## config.mk

```make
export PLATFORM = sky130hd
export DESIGN_NAME = hex_sum_scheduler_flat
export DESIGN_NICKNAME = d
export VERILOG_FILES = /design/src/rtl/hex_sum_scheduler_if.sv /design/src/rtl/hex_sum_scheduler.sv /design/src/flat_wrapper.sv
export SDC_FILE = /design/constraint.sdc
export NUM_CORES = 1
export LEC_CHECK = 0
export CORE_ASPECT_RATIO = 1.4
export CORE_UTILIZATION = 44
export DETAILED_ROUTE_END_ITERATION = 7
export MAX_ROUTING_LAYER = met4
export PLACE_DENSITY = 0.81
export SETUP_SLACK_MARGIN = 0.5
export SLEW_MARGIN = 20
export SYNTH_ARGS = -nofsm -noshare
export SYNTH_HDL_FRONTEND = slang
export SYNTH_SLANG_ARGS = --single-unit
```

## constraint.sdc

```tcl
create_clock -name clk -period 2.8 [get_ports clk]
set_input_delay 0.56 -clock clk [delete_from_list [all_inputs] [get_ports clk]]
set_output_delay 0.56 -clock clk [all_outputs]
set_load 0.05 [all_outputs]
```

## src/rtl/hex_sum_scheduler_if.sv

```systemverilog
`default_nettype none
// ============================================================================
// Module      : hex_sum_scheduler_if
// Description : Client-side bus of the shared hex-digit-sum scheduler.
//               Carries the request/operand vectors toward the scheduler and
//               the grant, status and result signals back to the clients.
// Revision    : 1.0 - initial release
// ============================================================================
interface hex_sum_scheduler_if #(
   parameter int N_REQ = 4,
   parameter int IDW   = 2
);
   logic [N_REQ-1:0]    req;
   logic [32*N_REQ-1:0] num_flat;
   logic [N_REQ-1:0]    gnt;
   logic                busy;
   logic                done;
   logic [IDW-1:0]      done_id;
   logic [6:0]          sum;

   modport master (
      output req, num_flat,
      input  gnt, busy, done, done_id, sum
   );

   modport slave (
      input  req, num_flat,
      output gnt, busy, done, done_id, sum
   );
endinterface
`default_nettype wire

```

## src/rtl/hex_sum_scheduler.sv

```systemverilog
`default_nettype none
// ============================================================================
// Module      : hex_sum_scheduler
// Description : Round-robin scheduler sharing one serial hex-digit-sum engine
//               among N_REQ clients. Grants one requester, captures its 32-bit
//               operand, accumulates its eight nibbles (LSB first) over eight
//               cycles and returns the 7-bit sum tagged with the client index.
// Revision    : 1.0 - initial release
// ============================================================================
module hex_sum_scheduler #(
   parameter int N_REQ = 4,
   parameter int IDW   = 2
) (
   input  wire                 clk,
   input  wire                 rst,
   hex_sum_scheduler_if.slave  bus
);

   typedef enum logic [1:0] {
      S_IDLE = 2'd0,
      S_RUN  = 2'd1,
      S_DONE = 2'd2
   } state_t;

   localparam logic [3:0] c_LAST_STEP = 4'd7;

   state_t           r_state;
   logic [IDW-1:0]   r_ptr;
   logic [IDW-1:0]   r_id;
   logic [31:0]      r_shift;
   logic [6:0]       r_acc;
   logic [3:0]       r_cnt;
   logic [N_REQ-1:0] r_gnt;
   logic             r_busy;
   logic             r_done;
   logic [IDW-1:0]   r_done_id;
   logic [6:0]       r_sum;

   logic             w_any;
   logic [IDW-1:0]   w_win;
   logic [IDW-1:0]   w_cand;
   logic [31:0]      w_operand;
   logic [6:0]       w_acc_next;

   // Round-robin pick: scan from lowest to highest priority so the
   // highest-priority pending client (pointer+1, wrapping) is written last.
   always_comb begin
      w_any  = 1'b0;
      w_win  = r_ptr;
      w_cand = r_ptr;
      for (int k = N_REQ; k >= 1; k--) begin
         w_cand = IDW'((int'(r_ptr) + k) % N_REQ);
         if (bus.req[w_cand]) begin
            w_any = 1'b1;
            w_win = w_cand;
         end
      end
   end

   assign w_operand  = bus.num_flat[{w_win, 5'd0} +: 32];
   assign w_acc_next = r_acc + {3'b000, r_shift[3:0]};

   // Scheduler FSM with the nibble-accumulate datapath; all outputs registered.
   always_ff @(posedge clk or posedge rst) begin
      if (rst) begin
         r_state   <= S_IDLE;
         r_ptr     <= IDW'(N_REQ - 1);
         r_id      <= '0;
         r_shift   <= '0;
         r_acc     <= '0;
         r_cnt     <= '0;
         r_gnt     <= '0;
         r_busy    <= 1'b0;
         r_done    <= 1'b0;
         r_done_id <= '0;
         r_sum     <= '0;
      end else begin
         r_gnt  <= '0;
         r_done <= 1'b0;
         case (r_state)
            S_IDLE: begin
               if (w_any) begin
                  r_state        <= S_RUN;
                  r_ptr          <= w_win;
                  r_id           <= w_win;
                  r_shift        <= w_operand;
                  r_acc          <= '0;
                  r_cnt          <= '0;
                  r_gnt[w_win]   <= 1'b1;
                  r_busy         <= 1'b1;
               end
            end
            S_RUN: begin
               r_acc   <= w_acc_next;
               r_shift <= {4'h0, r_shift[31:4]};
               r_cnt   <= r_cnt + 4'd1;
               if (r_cnt == c_LAST_STEP) begin
                  r_state   <= S_DONE;
                  r_sum     <= w_acc_next;
                  r_done_id <= r_id;
                  r_done    <= 1'b1;
               end
            end
            S_DONE: begin
               r_state <= S_IDLE;
               r_busy  <= 1'b0;
            end
            default: begin
               r_state <= S_IDLE;
               r_busy  <= 1'b0;
            end
         endcase
      end
   end

   assign bus.gnt     = r_gnt;
   assign bus.busy    = r_busy;
   assign bus.done    = r_done;
   assign bus.done_id = r_done_id;
   assign bus.sum     = r_sum;

endmodule
`default_nettype wire

```

## src/flat_wrapper.sv

```systemverilog
// flat-port wrapper written by rule: the top's interface ports become plain ports
module hex_sum_scheduler_flat 
#(
   parameter int N_REQ = 4,
   parameter int IDW   = 2
)
  (clk, rst, bus_req, bus_num_flat, bus_gnt, bus_busy, bus_done, bus_done_id, bus_sum);
  hex_sum_scheduler_if #(.N_REQ(N_REQ), .IDW(IDW)) bus_i ();
  input  wire clk;
  input  wire rst;
  input wire logic [$bits(bus_i.req)-1:0] bus_req;
  input wire logic [$bits(bus_i.num_flat)-1:0] bus_num_flat;
  output wire logic [$bits(bus_i.gnt)-1:0] bus_gnt;
  output wire logic [$bits(bus_i.busy)-1:0] bus_busy;
  output wire logic [$bits(bus_i.done)-1:0] bus_done;
  output wire logic [$bits(bus_i.done_id)-1:0] bus_done_id;
  output wire logic [$bits(bus_i.sum)-1:0] bus_sum;
  assign bus_i.req = bus_req;
  assign bus_i.num_flat = bus_num_flat;
  assign bus_gnt = bus_i.gnt;
  assign bus_busy = bus_i.busy;
  assign bus_done = bus_i.done;
  assign bus_done_id = bus_i.done_id;
  assign bus_sum = bus_i.sum;
  hex_sum_scheduler #(.N_REQ(N_REQ), .IDW(IDW)) u_core (.clk(clk), .rst(rst), .bus(bus_i));
endmodule
```

==> run metrics <==
FF-to-FF path depth=7; die width=80.7 microns; GP Congestion=0.848; site row count=39; Clock Pin Slew Worst Setup and Hold Paths=0.06 ns; register area share after synthesis=0.420; clock root cell=clkbuf_16; final setup vio count=0; Max Fclk=476 MHz; RSZ-0062 raised after global routing=false; PortBufs=148; CTS tree=yes; startpoint types=input pin; Non-Filler Instances=639; EDFF count, synth=0; vias per std cell=5.47; Vias=3,493; setup TNS=0 ns; max-slew violations=0; minimum clock period=around 2.1 ns; GRT Total Usage=0.243; Die ar.=9060 sq um; initial DRC count=129; vias in the first global route=3,466; Max Cap Viol=0; antenna viol nets, final=0; WP data required=3.01 ns; final wirelength=10,300 microns; clock buffer depth=2; I/O pins=about 150; diode count=0; CTS HTree Levels=3; area grow syn2layout=50.5%; reg-to-reg slack, setup=~0.84 ns; CP peak stage delay=between 0.4 and 0.5 ns; syn_nets=526; DP Wirelength=7620 microns; global route overflow=0; VDD IR-drop max=a little over 0.0007 V; Critical Path Sink Type=flop; min-delay worst type=reg -> reg; buffer and inverter count on the worst path=2; Yosys cell types=44; worst slew pin tran=0.795 ns; fin area=5740 sq um; hold_ws=0.474 ns; synthesized area per cell=9.89 sq um; crit path from=bus_req[2]; FF+latch count, synth=64; dpl cell area=5430 sq um; placed cell count=620; Initial Util=0.460; Power Density=967 nW/um^2; share of cells above drive strength 1=0.108; height of the die=112 microns; CP top delay family=buffers and inverters; worst slack, placed=0.0911 ns; most frequent cells in the layout=145 x clkdlybuf4s50_1, 62 x dfrtp_1, 56 x mux2i_1; # hold bufs at CTS=0; drt pass-1 iters=4; initial antenna violation count=0; WP depth=6; Setup Skew=0.00593 ns; final setup margin=approximately 0.7 ns; crit share post-route=0.751; Synth Flop Type=dfrtp_1; worst-path fanout max=28; leakage power=2.52 nW; Worst path slowest cell=clkdlybuf4s50_1; clock buffer count from CTS=9; Mapped Cells=386; Syn Std Cell Area=~3800 sq um; WS Path Type=in -> reg; largest net degree at the start of global routing=45; commonest non-fill, non-tap cell in the layout=clkdlybuf4s50_1; arrival time of the worst setup path=2.31 ns; area of the core=8300 sq um; outcome=finished, final reports clean; Synth async-reset ratio=1.00; YS warnings=0; reg-to-reg endpoint=u_core.r_shift[13]$_DFFE_PP0P_; first-pass GRT wire length=16,100 microns; Sink Count=64; DRC Markers=0; Slew HR=0.470; R2R Path Start=u_core.r_ptr[0]$_DFFE_PP1P_; Final nets=approximately 670; fillers=between 600 and 700; routed len/inst=16.1 microns; Hold Vio Cnt, Final=0; CP cell instances=clkdlybuf4s50_1 -> o311ai_2 -> bufbuf_16 -> mux2i_1 -> mux2_2 -> o21ai_1; Worst setup endpoint=u_core.r_shift[13]$_DFFE_PP0P_; Worst-Skew Late Latency=0.33 ns
metrics by stage:
stage / util / total power [W]
global placement: 0.654 / 0.00440
global route: 0.692 / 0.00593
CTS: 0.691 / 0.00557
detailed placement: 0.654 / 0.00451
finish: 0.692 / 0.00555
floorplan: - / 0.00370
repair_timing:
| action | in CTS | in global routing |
|---|---|---|
| gates cloned | 1 | 0 |
| buffers inserted | 2 | 0 |
| gates resized for setup | 3 | 4 |
| endpoints found under the setup margin | 15 | 18 |
| pin swaps | 1 | 0 |
flip-flops by register name, summed over array words and instances, names as in the netlist:
name                cells
u_core.bus.gnt          4
u_core.r_state          2
u_core.r_shift         32
u_core.bus.sum          7
u_core.r_id             2
u_core.r_cnt            4
u_core.bus.done_id      2
u_core.r_acc            7
u_core.bus.done         1
u_core.bus.busy         1
u_core.r_ptr            2
report_power, final:
part	leakage [nW]	switching (W)	internal (W)	total, W
Sequential	0.824	0.000250	0.00130	0.00155
Clock	0.126	0.000376	0.000593	0.000969
Combinational	1.57	0.00160	0.00143	0.00303
final cells by class:
type / instances / area [sq um] / share of cell area
clock inverters: 4 / 22.5 / 0.00392
multi-input cells: 286 / 2060 / 0.358
flip-flops and latches: 64 / 1600 / 0.279
repair buffers: 163 / 1670 / 0.290
well taps: 102 / 128 / 0.0222
inverters: 8 / 30.0 / 0.00523
clock buffers: 12 / 236 / 0.0412
tightest hold or removal path, cell delays in order (launching register included):
cell	delay, ns
dfrtp_1	0.34
nand2_1	0.05
nand2_1	0.06
cell families (layout without fill, tap and decap cells):
kind of cell | count (synthesis) | after routing | synth area share
AO/OA/AOI/OAI | 110 | 110 | 0.183
AND/OR/NAND/NOR | 87 | 87 | 0.105
multiplexers | 76 | 76 | 0.206
flip-flops | 64 | 64 | 0.420
buffers and inverters | 36 | 187 | 0.0482
XOR/XNOR | 7 | 7 | 0.0161
adder cells (fa/ha/maj) | 6 | 6 | 0.0216
worst min path at each step:
stage,endpoint,slack (ns),depth (start not counted),startpoint
2_1_floorplan,u_core.bus.done_id[1]$_DFFE_PP0P_,0.44,2,u_core.r_id[1]$_DFFE_PP0P_
3_3_place_gp,u_core.bus.done_id[0]$_DFFE_PP0P_,0.46,2,u_core.r_id[0]$_DFFE_PP0P_
3_5_place_dp,u_core.bus.sum[0]$_DFFE_PP0P_,0.47,2,u_core.bus.sum[0]$_DFFE_PP0P_
4_1_cts,u_core.bus.done_id[0]$_DFFE_PP0P_,0.48,2,u_core.bus.done_id[0]$_DFFE_PP0P_
5_1_grt,u_core.bus.sum[3]$_DFFE_PP0P_,0.50,2,u_core.bus.sum[3]$_DFFE_PP0P_
6_report,u_core.bus.done_id[0]$_DFFE_PP0P_,0.47,2,u_core.bus.done_id[0]$_DFFE_PP0P_
cells in the mapped netlist, types with 4 or more instances:
master,n,area (sq um)
mux2_2,20,225
dfrtp_1,62,1550
nand2_1,55,206
a32o_1,4,40.0
xor2_1,6,52.6
nand2b_1,5,31.3
o21ai_0,19,95.1
a22oi_1,18,135
inv_1,8,30.0
mux2i_1,56,561
a2bb2oi_1,7,61.3
a21oi_1,15,75.1
buf_6,5,56.3
a22o_1,8,70.1
ha_1,5,62.6
nor2_1,7,26.3
o21ai_1,28,140
clkbuf_1,13,48.8
nor2b_1,4,25.0
buf_2,6,30.0
layer usage:
metal	GRT usage	wire length, microns
met1	0.262	3800
met2	0.423	5590
met3	0.0480	479
met4	0.108	418
met5	-	0
No activity file was read; power rests on OpenSTA's default activity.
